### src/rtl/mem_seq_pkg.sv
// Shared types and defaults for the memory access sequencer.
package mem_seq_pkg;
  localparam int unsigned WAIT_CYCLES_DEF = 2;

  typedef enum logic [1:0] {
    S_IDLE     = 2'd0,
    S_ACCESS   = 2'd1,
    S_COMPLETE = 2'd2
  } state_e;
endpackage

### src/rtl/mem_seq_wait_cnt.sv
// Loadable down-counter used to time the memory access phase.
module wait_cnt #(
  parameter int unsigned W = 2
) (
  input  logic         clk_i,
  input  logic         rst_n_i,
  input  logic         load_i,
  input  logic [W-1:0] load_val_i,
  input  logic         dec_i,
  output logic         zero_o
);
  logic [W-1:0] count_q;

  // Decrement saturates at zero so the count can never wrap.
  always_ff @(posedge clk_i or negedge rst_n_i) begin
    if (!rst_n_i) begin
      count_q <= '0;
    end else if (load_i) begin
      count_q <= load_val_i;
    end else if (dec_i && (count_q != '0)) begin
      count_q <= count_q - 1'b1;
    end
  end

  assign zero_o = (count_q == '0);
endmodule

### src/rtl/mem_seq.sv
// Memory access sequencer: one read or write per Start, timed by WAIT_CYCLES.
//
// state      | meaning
// S_IDLE     | ready for a new request, Start sampled
// S_ACCESS   | chip enable asserted for WAIT_CYCLES cycles
// S_COMPLETE | one-cycle Done, MDR load on reads
module mem_seq
  import mem_seq_pkg::*;
#(
  parameter int unsigned WAIT_CYCLES = WAIT_CYCLES_DEF,
  parameter int unsigned DATA_W      = 16
) (
  input  logic              clk_i,
  input  logic              rst_n_i,
  input  logic              start_i,
  input  logic              write_i,
  input  logic [DATA_W-1:0] mar_i,
  input  logic [DATA_W-1:0] mdr_out_i,
  input  logic [DATA_W-1:0] mem_rdata_i,
  output logic              ready_o,
  output logic              done_o,
  output logic [DATA_W-1:0] mdr_d_o,
  output logic              mdr_ld_o,
  output logic [DATA_W-1:0] mem_addr_o,
  output logic              mem_ce_o,
  output logic              mem_we_o,
  output logic [DATA_W-1:0] mem_wdata_o
);
  localparam int unsigned CNT_W = $clog2(WAIT_CYCLES + 1);
  localparam logic [CNT_W-1:0] LOAD_VAL = CNT_W'(WAIT_CYCLES - 1);

  state_e            state_q;
  logic              write_q;
  logic [DATA_W-1:0] addr_q;
  logic [DATA_W-1:0] wdata_q;
  logic [DATA_W-1:0] hold_q;
  logic              cnt_load;
  logic              cnt_dec;
  logic              cnt_zero;

  assign cnt_load = (state_q == S_IDLE) && start_i;
  assign cnt_dec  = (state_q == S_ACCESS) && !cnt_zero;

  wait_cnt #(.W(CNT_W)) u_wait_cnt (
    .clk_i      (clk_i),
    .rst_n_i    (rst_n_i),
    .load_i     (cnt_load),
    .load_val_i (LOAD_VAL),
    .dec_i      (cnt_dec),
    .zero_o     (cnt_zero)
  );

  always_ff @(posedge clk_i or negedge rst_n_i) begin
    if (!rst_n_i) begin
      state_q <= S_IDLE;
      write_q <= 1'b0;
      addr_q  <= '0;
      wdata_q <= '0;
      hold_q  <= '0;
    end else begin
      case (state_q)
        S_IDLE: begin
          if (start_i) begin
            write_q <= write_i;
            addr_q  <= mar_i;
            wdata_q <= mdr_out_i;
            state_q <= S_ACCESS;
          end
        end
        S_ACCESS: begin
          // Read data is taken on the edge that closes the last access cycle.
          if (cnt_zero) begin
            if (!write_q) hold_q <= mem_rdata_i;
            state_q <= S_COMPLETE;
          end
        end
        S_COMPLETE: state_q <= S_IDLE;
        default:    state_q <= S_IDLE;
      endcase
    end
  end

  assign ready_o     = (state_q == S_IDLE);
  assign done_o      = (state_q == S_COMPLETE);
  assign mdr_ld_o    = (state_q == S_COMPLETE) && !write_q;
  assign mdr_d_o     = hold_q;
  assign mem_ce_o    = (state_q == S_ACCESS);
  assign mem_we_o    = (state_q == S_ACCESS) && write_q;
  assign mem_addr_o  = addr_q;
  assign mem_wdata_o = wdata_q;
endmodule

### config.mk
export PLATFORM = sky130hd
export DESIGN_NAME = mem_seq
export DESIGN_NICKNAME = d
export VERILOG_FILES = /design/src/rtl/mem_seq_pkg.sv /design/src/rtl/mem_seq_wait_cnt.sv /design/src/rtl/mem_seq.sv
export SDC_FILE = /design/constraint.sdc
export NUM_CORES = 1
export LEC_CHECK = 0
export ABC_AREA = 1
export BUFFER_PORTS_ARGS = -buffer_cell sky130_fd_sc_hd__buf_2
export CELL_PAD_IN_SITES_DETAIL_PLACEMENT = 1
export CELL_PAD_IN_SITES_GLOBAL_PLACEMENT = 1
export CORE_UTILIZATION = 30
export CTS_CLUSTER_DIAMETER = 150
export DETAILED_ROUTE_END_ITERATION = 7
export GPL_TIMING_DRIVEN = 0
export PLACE_DENSITY = 0.72
export SLEW_MARGIN = 15
export SYNTH_ARGS = -nofsm -noshare
export SYNTH_HDL_FRONTEND = slang
export SYNTH_SLANG_ARGS = --single-unit
export TNS_END_PERCENT = 5
### constraint.sdc
create_clock -name clk_i -period 1.25 [get_ports clk_i]
set_input_delay 0.1875 -clock clk_i [delete_from_list [all_inputs] [get_ports clk_i]]
set_output_delay 0.1875 -clock clk_i [all_outputs]
set_load 0.02 [all_outputs]
Word level (Yosys, flattened, before mapping)
Index checks and enable logic that the tools add are counted.

operators by class
  equal/unequal tests = 4
  bitwise logic cells = 1
  reductions and logical operators = 14
  add/sub/neg operators = 1
  multiplexer cells = 5

operators by type and width
  kind                                                  number
  2-to-1 mux 2 bit                                      4
  logical AND 1 bit                                     5
  logical NOT 2 bit                                     2
  one-hot mux 2 bit (2 select lines)                    1
  AND reduction 2 bit                                   2
  nonzero test 2 bit                                    2
  AND reduction 3 bit                                   1
  equality test 2 x 1 -> 1 bit (second input constant)  1
  equality test 2 bit (second input constant)           1
  logical NOT 1 bit                                     2
  != test 2 x 1 -> 1 bit (second input constant)        1
  != test 2 bit (second input constant)                 1
  subtractor 2 x 1 -> 2 bit (second input constant)     1
  inverter 1 bit                                        1

storage, ports and cells
  output and inout port bits = 53
  register bits after elaboration = 53
  input port bits = 52

Logic depth before layout (Yosys ltp)
  depth in word-level cells = 6
  gate-level depth with buffers = 8
  depth with buffers taken out = 7

Hierarchy
Synthesis repeated with hierarchy kept, for this count alone.

unflattened totals
  cell total of the unflattened synthesis = 249
  area total of the unflattened synthesis = 2193.4 sq um

by module, submodules not included
  module    area an instance (sq um)  instances  cells each  seq. area each (sq um)
  mem_seq   2065.7                    1          230         1276.2
  wait_cnt  127.6                     1          19          50.0

Worst setup path before layout
No wires, ideal clock.

  path kind = reg2out
  start point = reg state_q[0]
  end point = out mem_we_o
  path buffers = 2
  path slack = -0.095 ns
  data arrival time = 1.157 ns
  data required time = 1.062 ns
  stages on the path, launching flop included = 7
  path through = dfrtp_1 inv_2 nor2_4 buf_6 buf_12 inv_2 nor2_1

between the ends
  word-level cells in the longest chain between the ends = 2

ends and longest elaborated chain
  item                          RTL line       source
  start: declaration            mem_seq.sv:32  state_e state_q;
  start signal: assignment      mem_seq.sv:55  state_q <= S_IDLE;
  start signal: assignment      mem_seq.sv:67  state_q <= S_ACCESS;
  start signal: assignment      mem_seq.sv:74  state_q <= S_COMPLETE;
  equality test 2 x 1 -> 1 bit  -
  named net mem_ce_o            mem_seq.sv:25  output logic mem_ce_o,
  logical AND 1 bit             mem_seq.sv:88  assign mem_we_o = (state_q == S_ACCESS) && write_q;
  end: declaration              mem_seq.sv:26  output logic mem_we_o,

The timed path passes the listed nets, and every way through them passes these cells.

Final worst setup path
  start point = reg state_q[1]
  end point = out ready_o

between the ends
  word-level cells in the longest chain between the ends = 1

ends and longest elaborated chain
  item               RTL line       source
  logical NOT 2 bit  mem_seq.sv:83  assign ready_o = (state_q == S_IDLE);
  end: declaration   mem_seq.sv:20  output logic ready_o,

Every way passes these cells.

==> key figures <==
Status
  • Outcome: finished, violations left
  • Failing checks: negative setup slack

Clock tree
  • Htree depth: 2
  • Max clock buf depth: 2
  • Root Driver: clkbuf_8
  • Clk Latency, worst-skew pair: 310 ps
  • CTS tree: done
  • CTS Buf Count: 5
  • Clk sinks: between 50 and 60
  • CTS clk-pin slew, worst paths: around 90 ps

Cells and area
  • Area Overhead vs Synth: 42.3%
  • Fillers: about 870
  • Multi-input gate area: about 780 um^2
  • Post-route cell area: approximately 0.0031 mm^2
  • Ant diodes: 0
  • Commonest non-fill, non-tap cell in the layout: nand2_1
  • Final core occ: 45.3%
  • Storage cell area: 0.00133 mm^2
  • Fin nets: about 410
  • Layout cells sized above 1: 40.8%
  • Most frequent cells in the layout: 103 x nand2_1, 99 x buf_2, 50 x dfrtp_1
  • Post-Layout Cell Count: approximately 460

Routing
  • Met1 WL: 2590 um
  • Post-route ant nets: 0
  • Total Wirelength: a little over 6000 um
  • DRC: 0
  • Met3 WL: 466 um
  • DR iter-0 viols: 46
  • Initial DRT Pass Iterations: 4
  • Highest routed layer: met4
  • Met2 wire len: between 2000 and 3000 um
  • Detail-routed via count per cell: ~4.5
  • Via count: 2072
  • DR WL/cell: 13.3 um

Global routing
  • GRT Util Overall: 16.8%
  • Largest net degree at the start of global routing: 54
  • Initial antenna violation count: 0
  • Global-route wire length before repair: roughly 10000 um
  • Congestion Overflow GR: 0
  • Vias in the first global route: around 2100

Floorplanning
  • Die Y-Extent: between 80 and 90 um
  • Initial Util: a little under a third
  • FP Rows: 30
  • Num ports: around 110
  • Horiz. Die Dim: 87.8 um
  • Core area: approximately 0.0069 mm^2
  • Full die area: just under 0.008 mm^2

Power and ir drop
  • Tot Pwr: about 9.0 mW
  • P per Cell Area: 2850 mW/mm^2
  • Leak Pwr: between 1.5 and 2 nW
  • VDD IR-drop max: 0.875 mV

Critical path
  • Worst setup EP type: primary output
  • R2R Path End: mem_addr_o[3]
  • Flop2flop setup slack: -40 ps
  • Worst path bufs/invs: 3
  • Worst reg2reg startpoint: state_q[1]
  • CP Data Required Time: ~1100 ps
  • Most frequent cell on the critical path: buf_6
  • CP arrival: 1210 ps
  • Critical path's top delay family: flip-flops
  • Critical Path Start: state_q[1]
  • Slowest cell on crit path: dfrtp_2
  • R2r worst-path depth: 7
  • CP Class: flip-flop to primary output
  • Crit path max fanout: 2
  • Crit start category: flip-flop
  • Critical path, cell by cell: buf_6 > nor2_4 > buf_6 > buf_6
  • Worst path max stage delay: between 400 and 500 ps

Yosys
  • Synth Instances: between 200 and 250
  • Post-synthesis sequential area ratio: about three fifths
  • Post-synthesis average cell area: 9.20 um^2
  • Syn Nets: ~290
  • Post-synth cell types: 18
  • Flops & latches, synth: 53
  • Mapped Area: around 0.0022 mm^2
  • YS warnings: 0

Worst hold path
  • Hold Path Class: input port to flip-flop
  • Worst Hold Path Cells: 3
  • Hold_sp: mdr_out_i[6]
  • Hold Path Sink: mem_wdata_o[6]

STA
  • Tightest Pin Transition: slightly below 700 ps
  • Clock Skew: between 8 and 9 ps
  • Final Hold Fails: 0
  • Fmax: 0.714 GHz
  • Fin crit share: 112%
  • RSZ-0062 raised after global routing: yes
  • Final setup margin: -150 ps
  • Rel. slew slack: roughly 55%
  • Min cycle time layout: ~1400 ps
  • Max-slew violation count: 0
  • Endpoints failing setup: 37

Placement
  • Dpl ws: -174 ps
  • Cell area after placement: between 0.002 and 0.003 mm^2
  • GPL Wtd Cong: 0.680
  • Post-DP HPWL: between 4000 and 5000 um
  • Input/output buffers: slightly above 100
  • Inst Count DP: 439

Flow run
  • Max-cap viol count: 0
## through the flow
stage | hold slack (ps) | setup TNS, ps
floorplan | -108 | 0
global placement | 418 | -6570
detailed placement | 279 | -3670
CTS | 94.5 | -1990
global route | 108 | -4600
finish | 108 | -1180
## worst register-to-register path, stage by stage (launching register included)
cell and delay [ps]:
dfrtp_2 440, buf_6 140, nor2_4 120, buf_6 160, nand2_8 80, buf_6 150
nand2_1 60, nand2_1 50
## synthesized netlist by cell type, drive strengths merged
master  number  area share, %
nand2      104             18
dfrtp       53             60
nand3       36            8.4
nand4       16            4.5
buf         12            4.2
inv          7            1.2
nor2         5            1.5
clkbuf       4            1.1
ha           1           0.57
nand3b       1           0.34
nor3         1           0.23
## what timing repair did
| item | in CTS | in global routing |
|---|---|---|
| endpoints found under the setup margin | 54 | 48 |
| endpoints found under the hold margin | 53 | 0 |
| pin swaps | 3 | 3 |
| buffers inserted | 8 | 2 |
| hold buffers | 1 | 0 |
| resized for setup | 30 | 7 |
## where the power goes
part | switching (mW) | total, mW | leakage, nW | internal [mW]
sequential | 0.471 | 3.03 | 0.650 | 2.56
clock | 0.549 | 0.988 | 0.0433 | 0.439
combinational | 3.04 | 4.95 | 1.06 | 1.91
total | 4.06 | 8.97 | 1.76 | 4.91
## registers in the layout, summed over array words and instances (netlist names)
register and flops:
mem_wdata_o 16, mem_addr_o 16, write_q 1, state_q 2
mdr_d_o 16, u_wait_cnt.count_q 2
## worst max-delay path by stage
stage / cells after the start / endpoint / slack [ps]
6_report: 4 / ready_o / -150
5_1_grt: 4 / ready_o / -200
4_1_cts: 6 / mem_we_o / -180
3_5_place_dp: 7 / mdr_d_o[9] / -170
3_3_place_gp: 7 / mdr_d_o[8] / -150
2_1_floorplan: 7 / mdr_d_o[10] / 20
## metal layers
metal | vias up | track usage [%]
met5 | - | 0
met2 | 75 | 28.3
met3 | 5 | 4.71
met1 | 976 | 21.0
li1 | 1016 | -
met4 | 0 | 5.37
## cells by family (layout without fill, tap and decap cells)
group / Yosys count / count (layout) / synth area share, %
AND/OR/NAND/NOR: 163 / 163 / 32.8
buffers and inverters: 23 / 143 / 6.57
adder cells (fa/ha/maj): 1 / 1 / 0.566
flip-flops: 53 / 53 / 60.1
## final cells by class
cell class / count / share of cell area [%]
repair buffers: 114 / 20.6
well taps: 96 / 3.82
inverters: 7 / 1.07
multi-input cells: 164 / 24.9
plain buffers: 15 / 4.42
clock buffers: 6 / 2.63
flip-flops and latches: 53 / 42.3
clock inverters: 1 / 0.239
No activity file was read; power rests on OpenSTA's default activity.
